==> src/rtl/mic_pkg.sv <==
// Shared definitions for the PDM microphone capture controller: state
// encodings, default sizing constants and a constant-evaluable clog2.
package mic_pkg;

  typedef enum logic [1:0] {
    ST_IDLE    = 2'd0,
    ST_WARMUP  = 2'd1,
    ST_CAPTURE = 2'd2,
    ST_DONE    = 2'd3
  } state_e;

  localparam int CLK_DIV_DEF   = 50;
  localparam int DEC_DEF       = 128;
  localparam int N_SAMPLES_DEF = 1024;

  // Smallest r with 2**r >= value; used to size counters at elaboration.
  function automatic int clog2(input int value);
    int r;
    r = 0;
    while ((1 << r) < value) r++;
    return r;
  endfunction

endpackage

==> src/rtl/mic_clk_gen.sv <==
// Microphone clock divider. While run is high the counter counts down from
// CLK_DIV-1 and toggles the mic clock at zero, giving a 2*CLK_DIV period.
// strobe marks the cycle just before the mic clock falls, which is when the
// PDM bit is stable and gets sampled. With run low the divider sits at its
// reload value with the clock low, so the first rising edge lands exactly
// CLK_DIV cycles after run rises.
module mic_clk_gen
  import mic_pkg::*;
#(
  parameter int CLK_DIV = CLK_DIV_DEF
) (
  input  logic clk,
  input  logic reset,
  input  logic run,
  output logic mic_clk,
  output logic strobe
);

  localparam int CW = clog2(CLK_DIV);
  localparam logic [CW-1:0] RELOAD = CW'(CLK_DIV - 1);

  logic [CW-1:0] div_q, div_d;
  logic          mclk_q, mclk_d;

  // Next divider count and mic clock level.
  always_comb begin
    div_d  = RELOAD;
    mclk_d = 1'b0;
    if (run) begin
      if (div_q == '0) begin
        div_d  = RELOAD;
        mclk_d = ~mclk_q;
      end else begin
        div_d  = div_q - 1'b1;
        mclk_d = mclk_q;
      end
    end
  end

  // Divider and mic clock registers.
  always_ff @(posedge clk or posedge reset) begin
    if (reset) begin
      div_q  <= '0;
      mclk_q <= 1'b0;
    end else begin
      div_q  <= div_d;
      mclk_q <= mclk_d;
    end
  end

  // Gate with run so the pin drops in the very first idle cycle after an abort.
  assign mic_clk = mclk_q & run;
  assign strobe  = run & mclk_q & (div_q == '0);

endmodule

==> src/rtl/mic_capture_ctrl.sv <==
// One-shot PDM microphone capture: runs the mic clock, throws away a warm-up
// interval, then counts ones over DEC-bit windows and writes each count to
// the sample RAM until N_SAMPLES have been stored or the capture is aborted.
module mic_capture_ctrl
  import mic_pkg::*;
#(
  parameter int CLK_DIV   = CLK_DIV_DEF,
  parameter int WARMUP    = 16384,
  parameter int DEC       = DEC_DEF,
  parameter int N_SAMPLES = N_SAMPLES_DEF,
  parameter int ADDR_W    = 10,
  parameter int PCM_W     = 8
) (
  input  logic              clk,
  input  logic              reset,
  input  logic              start,
  input  logic              stop,
  input  logic              pdm_data,
  output logic              mic_clk,
  output logic              mic_lrsel,
  output logic              wr_en,
  output logic [ADDR_W-1:0] wr_addr,
  output logic [PCM_W-1:0]  wr_data,
  output logic              busy,
  output logic              done,
  output logic [ADDR_W:0]   sample_cnt,
  output logic              led
);

  localparam int WARM_W = clog2(WARMUP + 1);
  localparam logic [WARM_W-1:0] WARM_LAST = WARM_W'(WARMUP - 1);
  localparam logic [PCM_W-1:0]  BIT_LAST  = PCM_W'(DEC - 1);
  localparam logic [ADDR_W-1:0] IDX_LAST  = ADDR_W'(N_SAMPLES - 1);

  state_e              state_q, state_d;
  logic [WARM_W-1:0]   warm_q, warm_d;
  logic [PCM_W-1:0]    acc_q, acc_d;
  logic [PCM_W-1:0]    bit_q, bit_d;
  logic [ADDR_W-1:0]   idx_q, idx_d;
  logic [ADDR_W:0]     smp_cnt_q, smp_cnt_d;
  logic                wr_en_q, wr_en_d;
  logic [ADDR_W-1:0]   wr_addr_q, wr_addr_d;
  logic [PCM_W-1:0]    wr_data_q, wr_data_d;
  logic                done_q, done_d;
  logic                run;
  logic                strobe;
  logic [PCM_W-1:0]    window_sum;

  assign run        = (state_q == ST_WARMUP) || (state_q == ST_CAPTURE);
  assign window_sum = acc_q + PCM_W'(pdm_data);

  mic_clk_gen #(
    .CLK_DIV (CLK_DIV)
  ) u_clk_gen (
    .clk     (clk),
    .reset   (reset),
    .run     (run),
    .mic_clk (mic_clk),
    .strobe  (strobe)
  );

  // Sequencing, window accumulation and write generation.
  always_comb begin
    state_d   = state_q;
    warm_d    = warm_q;
    acc_d     = acc_q;
    bit_d     = bit_q;
    idx_d     = idx_q;
    smp_cnt_d = smp_cnt_q;
    wr_en_d   = 1'b0;
    wr_addr_d = wr_addr_q;
    wr_data_d = wr_data_q;
    done_d    = 1'b0;
    case (state_q)
      ST_IDLE: begin
        // stop has priority over a simultaneous start
        if (start && !stop) begin
          state_d   = ST_WARMUP;
          warm_d    = '0;
          acc_d     = '0;
          bit_d     = '0;
          idx_d     = '0;
          smp_cnt_d = '0;
        end
      end
      ST_WARMUP: begin
        if (stop) begin
          state_d = ST_IDLE;
        end else if (strobe) begin
          if (warm_q == WARM_LAST) begin
            state_d = ST_CAPTURE;
            warm_d  = '0;
          end else begin
            warm_d = warm_q + 1'b1;
          end
        end
      end
      ST_CAPTURE: begin
        // done_q is high in the cycle of the final write; leave one cycle
        // later so busy stays up alongside that write.
        if (stop) begin
          state_d = ST_IDLE;
        end else if (done_q) begin
          state_d = ST_DONE;
        end else if (strobe) begin
          if (bit_q == BIT_LAST) begin
            wr_en_d   = 1'b1;
            wr_data_d = window_sum;
            wr_addr_d = idx_q;
            idx_d     = idx_q + 1'b1;
            smp_cnt_d = smp_cnt_q + 1'b1;
            acc_d     = '0;
            bit_d     = '0;
            if (idx_q == IDX_LAST) begin
              done_d = 1'b1;
            end
          end else begin
            acc_d = window_sum;
            bit_d = bit_q + 1'b1;
          end
        end
      end
      ST_DONE: begin
        state_d = ST_IDLE;
      end
      default: begin
        state_d = ST_IDLE;
      end
    endcase
  end

  // State, counters and registered write/status outputs.
  always_ff @(posedge clk or posedge reset) begin
    if (reset) begin
      state_q   <= ST_IDLE;
      warm_q    <= '0;
      acc_q     <= '0;
      bit_q     <= '0;
      idx_q     <= '0;
      smp_cnt_q <= '0;
      wr_en_q   <= 1'b0;
      wr_addr_q <= '0;
      wr_data_q <= '0;
      done_q    <= 1'b0;
    end else begin
      state_q   <= state_d;
      warm_q    <= warm_d;
      acc_q     <= acc_d;
      bit_q     <= bit_d;
      idx_q     <= idx_d;
      smp_cnt_q <= smp_cnt_d;
      wr_en_q   <= wr_en_d;
      wr_addr_q <= wr_addr_d;
      wr_data_q <= wr_data_d;
      done_q    <= done_d;
    end
  end

  assign mic_lrsel  = 1'b0;
  assign wr_en      = wr_en_q;
  assign wr_addr    = wr_addr_q;
  assign wr_data    = wr_data_q;
  assign done       = done_q;
  assign sample_cnt = smp_cnt_q;
  assign busy       = run;
  assign led        = run;

endmodule

==> config.mk <==
export PLATFORM = sky130hd
export DESIGN_NAME = mic_capture_ctrl
export DESIGN_NICKNAME = d
export VERILOG_FILES = /design/src/rtl/mic_pkg.sv /design/src/rtl/mic_clk_gen.sv /design/src/rtl/mic_capture_ctrl.sv
export SDC_FILE = /design/constraint.sdc
export NUM_CORES = 1
export LEC_CHECK = 0
export BUFFER_PORTS_ARGS = -buffer_cell sky130_fd_sc_hd__buf_4
export CAP_MARGIN = 20
export CORE_ASPECT_RATIO = 1.75
export CORE_MARGIN = 5
export CORE_UTILIZATION = 60
export DETAILED_ROUTE_END_ITERATION = 7
export PLACE_DENSITY = 0.8
export SYNTH_ARGS = -nofsm -noshare
export SYNTH_HDL_FRONTEND = slang
export SYNTH_SLANG_ARGS = --single-unit
==> constraint.sdc <==
create_clock -name clk -period 5.3 [get_ports clk]
set_input_delay 1.325 -clock clk [delete_from_list [all_inputs] [get_ports clk]]
set_output_delay 1.325 -clock clk [all_outputs]
set_load 0.05 [all_outputs]
Word level (Yosys, flattened, before mapping). Index checks and enable logic that the tools add are counted.

Flip-flop bits (word level): 81. Input port bits: 5. Logic and storage cells: 102.

Equality and inequality tests: 17. Multiplexer cells: 50. Bitwise operators: 5. Reductions and logical operators: 12. Add/sub/neg operators: 6.

Operator list (count): 8-bit two-way mux (9); 15-bit two-way mux (4); 11-bit two-way mux (5); 10-bit two-way mux (5); 8-bit case mux with 2 select lines (2); 15-bit case mux with 2 select lines (1); 11-bit case mux with 2 select lines (1); 10-bit case mux with 2 select lines (1); 15-bit by 1-bit adder with 15-bit output (second input constant) (1); 15-bit by 14-bit equality test with 1-bit output (second input constant) (1); 2-bit inequality test (second input constant) (7); 1-bit two-way mux (13); 2-bit two-way mux (6); 6-bit two-way mux (2); 11-bit by 1-bit adder with 11-bit output (second input constant) (1); 10-bit by 1-bit adder with 10-bit output (second input constant) (1); 10-bit equality test (second input constant) (1); 5-bit AND reduction (2); 8-bit by 1-bit adder with 8-bit output (1); 8-bit by 1-bit adder with 8-bit output (second input constant) (1); 8-bit by 7-bit equality test with 1-bit output (second input constant) (1); 2-bit case mux with 4 select lines (1); 4-bit AND reduction (2); 6-bit zero test (1); 14 further kinds (20).

Longest topological paths before layout.
Depth after elaboration: 8. Mapped depth: 9. Gate-level depth less buffers: 7.

Hierarchy. Synthesis repeated with hierarchy kept, for this count alone.

Cell total of the unflattened synthesis: 444. Area total of the unflattened synthesis: 4312.9 um2.

By module, submodules not included: mic_capture_ctrl (cells an instance 406, instances 1, sequential area each 1851.8 um2, area an instance 3945.0 um2); mic_clk_gen (cells an instance 38, instances 1, sequential area each 175.2 um2, area an instance 367.9 um2).

Worst setup path before layout. OpenSTA, ideal clock, no wires.

Kind: reg-to-output. Start: register state_q[0]. End: output mic_clk. Data required time: 3975 ps. Slack: 2301 ps. Arrival time: 1674 ps. Stages on the path, launching flop included: 5. Buffers on the path: 0. Cells stage by stage: dfrtp_1 > inv_1 > ha_1 > nand2_1 > inv_1.

Word-level cells in the longest chain between the ends: 3. Elaborated cells between the ends (all ways): 4.

RTL lines: start: declaration (line mic_capture_ctrl.sv:35) `state_e state_q, state_d;`; start signal: assignment (line mic_capture_ctrl.sv:146) `state_q <= state_d;`; 2-bit by 1-bit equality test with 1-bit output or 2-bit equality test (tied branches) (line mic_capture_ctrl.sv:49) `assign run = (state_q == ST_WARMUP) || (state_q == ST_CAPTURE);`; 1-bit logical OR (*) (line mic_capture_ctrl.sv:49); via busy (line mic_capture_ctrl.sv:24) `output logic busy,`; 1-bit bitwise AND (*) (line mic_clk_gen.sv:52) `assign mic_clk = mclk_q & run;`; end: declaration (line mic_capture_ctrl.sv:19) `output logic mic_clk,`.

Mark *: on every way through the listed nets, which the timed path passes. The rest lies on a longest branch.

Worst setup path after layout.
Start: register state_q[0]. End: register bit_q[4].

Word-level cells in the longest chain between the ends: 6. Elaborated cells between the ends (all ways): 13.

RTL lines: 2-bit by 1-bit equality test with 1-bit output or 2-bit equality test (tied branches) (line mic_capture_ctrl.sv:49, mic_capture_ctrl.sv:74); 1-bit logical OR (line mic_capture_ctrl.sv:49); 1-bit bitwise AND (2 in a row) (line mic_clk_gen.sv:53) `assign strobe = run & mclk_q & (div_q == '0);`; 2-bit inequality test (no line); 5-bit AND reduction (no line); end signal: assignment (line mic_capture_ctrl.sv:149) `bit_q <= bit_d;`; end: declaration (line mic_capture_ctrl.sv:38) `logic [PCM_W-1:0] bit_q, bit_d;`.

Parallel ways exist; a longest one is shown, timed or not. A chain may end at the register's enable or synchronous reset.

==> summary.txt <==
Status
  • Status: finished clean

Setup path
  • Critical Path End Type: flop
  • Data required time of the worst path: 5.57 ns
  • Worst path slowest cell: ha_1
  • Crit-path max FO: 22
  • Setup CP Type: flop to flop
  • Startpoint types: flop
  • Reg2reg start: state_q[0]$_DFFE_PP0P_
  • CP delay by family, top: simple AND/OR/NAND/NOR gates
  • Worst Setup SP: state_q[0]$_DFFE_PP0P_
  • Crit path DAT: 3.47 ns
  • Cells along the critical path: inv_1 > ha_1 > nor2_1 > a2111oi_2 > nand2_1 > or4_1 > nand3_1
  • Crit path buffers/inverters: 1
  • CP max stage delay: 0.73 ns

Routing
  • Vias/cell: 6.27
  • DR pass1 iterations: 4
  • Total wire length: 9660 um
  • Vias: 3543
  • Residual DRC: 0
  • Detailed Route Iter0 Violations: 282
  • Wirelength per Cell: 17.1 um
  • DRT antenna net count: 0

Synth
  • Asr flop ratio synth: 100%
  • Yosys cell types: 61
  • #FFs+latches synth: 81
  • Synth Area per Inst: 9.78 um2
  • Synth warn: 0
  • Area leader, netlist: dfrtp_1
  • Cells after synthesis: 440
  • Synth Flop Type: dfrtp_1
  • Top-area cell type share of the netlist area: 47.1%
  • Top-count cell post-synth: dfrtp_1
  • Synth top cells by count: dfrtp_1 (81), nand2_1 (58), o21ai_0 (39), nand3_1 (32), nor2_1 (22)
  • Post-synthesis sequential area ratio: 47.1%
  • Number of synthesized flops with an enable pin: 0
  • Syn_nets: 456
  • Synth top area cells: dfrtp_1 (47%), nand2_1 (5.1%), o21ai_0 (4.5%)
  • Post-Syn Area: 4300 um2

STA
  • Final hold violations: 0
  • Final clock skew: 0.00505 ns
  • Achievable Freq: 0.312 GHz
  • Period utilization: 60.4%
  • # setup viols final: 0
  • Relative slew slack: 32.4%
  • Fin Setup TNS: 0 ns
  • Worst Max-Slew Pin Slew: 0.998 ns
  • Clock period minus worst slack: 3.20 ns
  • RSZ-0062 raised after global routing: no
  • Pins over their slew limit: 0

Die
  • Die H: 122 um
  • Initial Util: 60.3%
  • Cell Rows: 41
  • Core area: 7130 um2
  • Total die area: 9030 um2
  • I/O pin count: 40
  • Die span in x: 74.0 um

Power
  • Pwr Total: 0.00181 W
  • Pwr per Cell Area: 369 nW/um2
  • Leakage: 2.21 nW
  • Peak supply drop: 0.000246 V

Clock tree
  • CTS Hold Bufs: 0
  • Max Buffers Root-to-Sink: 2
  • Post_cts resized: 0
  • CTS Buf Count: 9
  • Clock Sinks: 81
  • Worst-skew pair later-pin latency: 0.34 ns
  • CTS tree: built
  • Clock transition at path regs: 0.06 ns
  • Postcts setup bufs: 0
  • Root buffer cell: clkbuf_16
  • CTS H-tree lvls: 3

GRT
  • Largest net degree at the start of global routing: 48
  • Initial antenna violation count: 0
  • GR Util All Layers: 23.6%
  • GRT overflow: 0
  • Vias in the first global route: 3478
  • Global-route wire length before repair: 16700 um

Finish
  • Multi-input logic area: 2110 um2
  • Antenna fix cells: 0
  • FILL cells: 550
  • Sequential Area: 2030 um2
  • Layout overhead on the synthesized area: 14.1%
  • Fin nets: 490
  • Layout cells sized above 1: 17.1%

Placement
  • Port bufs: 38
  • DP HPWL: 6950 um
  • Gpl congestion: 0.879

Hold path
  • Class of the worst hold path: flop to flop
  • Hold Crit Start: u_clk_gen.div_q[0]$_DFF_PP0_

Run
  • # Max-Cap Violations: 0
-- cells in the final DEF, fill, tap and decap left out, types with 3 or more instances in the layout --
cell type  instances
ha_1              11
o31ai_1            8
or4_1              8
xor2_1             3
o41ai_1            4
clkbuf_16          9
nand3_1           32
a22o_1             3
buf_4             39
and3_1             5
nor4_1             3
inv_1             18
o311ai_0           5
a21o_1             3
clkinv_2           3
dfrtp_1           81
or2_2              3
o21ai_0           39
a21oi_1           19
o211ai_1          10
xnor2_1            9
nor2_1            22
nand4_1           11
or3_1              7
nand2_1           58
mux2_2            10
nor2b_1            4
and2_1             5
-- per-stage QoR --
stage / cells / utilization (%) / worst slack (ns) / area (um2) / hold WS [ns]
finish: 565 / 68.9 / 2.10 / 4910 / 0.455
global route: 565 / 68.9 / 1.89 / 4910 / 0.479
CTS: 565 / 68.9 / 2.14 / 4910 / 0.462
detailed placement: 549 / 64.7 / 2.00 / 4610 / 0.453
global placement: 549 / 64.7 / 2.04 / 4610 / 0.458
floorplan: 440 / - / 1.89 / 4300 / 0.427
-- sequential cells by signal, indices dropped and copies added (netlist names) --
signal and cells:
warm_q 15, acc_q 8, u_clk_gen.div_q 6, wr_data 8, state_q 2, idx_q 10, wr_addr 10, sample_cnt 11
wr_en 1, u_clk_gen.mclk_q 1, done 1, bit_q 8
-- logic make-up after synthesis --
kind of cell | synth area share, %
buffers and inverters | 3.78
multiplexers | 3.08
adder cells (fa/ha/maj) | 3.20
other | 0.0872
AO/OA/AOI/OAI | 17.9
flip-flops | 47.1
XOR/XNOR | 2.44
AND/OR/NAND/NOR | 22.4
-- layer usage --
layer  part of all wire [%]  global-route usage, %  up-vias
met1                     40                   28.5     1759
met2                     54                   40.1       75
met3                    4.0                   4.38       20
met5                      0                      0        -
li1                       -                      -     1689
met4                    2.3                   10.3        0
-- where the power goes --
| group | internal, W | total (W) | switching, W | leakage (nW) |
|---|---|---|---|---|
| sequential | 0.000663 | 0.000708 | 0.0000453 | 1.10 |
| clock | 0.000376 | 0.000616 | 0.000240 | 0.142 |
| combinational | 0.000156 | 0.000489 | 0.000334 | 0.963 |
| total | 0.00119 | 0.00181 | 0.000619 | 2.21 |
-- final cells by class --
type / instances / share of cell area, %
multi-input cells: 324 / 43.0
repair buffers: 39 / 5.96
flip-flops and latches: 81 / 41.3
well taps: 86 / 2.19
clock inverters: 5 / 1.12
clock buffers: 11 / 4.94
inverters: 19 / 1.48
-- worst register-to-register path, delay by kind of cell (launching register included) --
| kind | cells | cell delay (ns) |
|---|---|---|
| AO/OA/AOI/OAI | 1 | 0.63 |
| adder cells (fa/ha/maj) | 1 | 0.73 |
| buffers and inverters | 1 | 0.10 |
| flip-flops | 1 | 0.38 |
| AND/OR/NAND/NOR | 4 | 1.28 |
-- worst paths after layout --
check	endpoint	slack [ns]	cells after the start
min in group asynchronous	sample_cnt[7]$_DFFE_PP0P_	1.04	2
worst max register to register	bit_q[4]$_DFFE_PP0P_	2.10	7
max in group asynchronous	u_clk_gen.mclk_q$_DFFE_PP0P_	3.27	3
worst max-delay path	bit_q[4]$_DFFE_PP0P_	2.10	7
worst min-delay path	u_clk_gen.div_q[0]$_DFF_PP0_	0.45	1
worst min register to register	u_clk_gen.div_q[0]$_DFF_PP0_	0.45	1
Note: power is estimated with default switching activity, not from simulation.
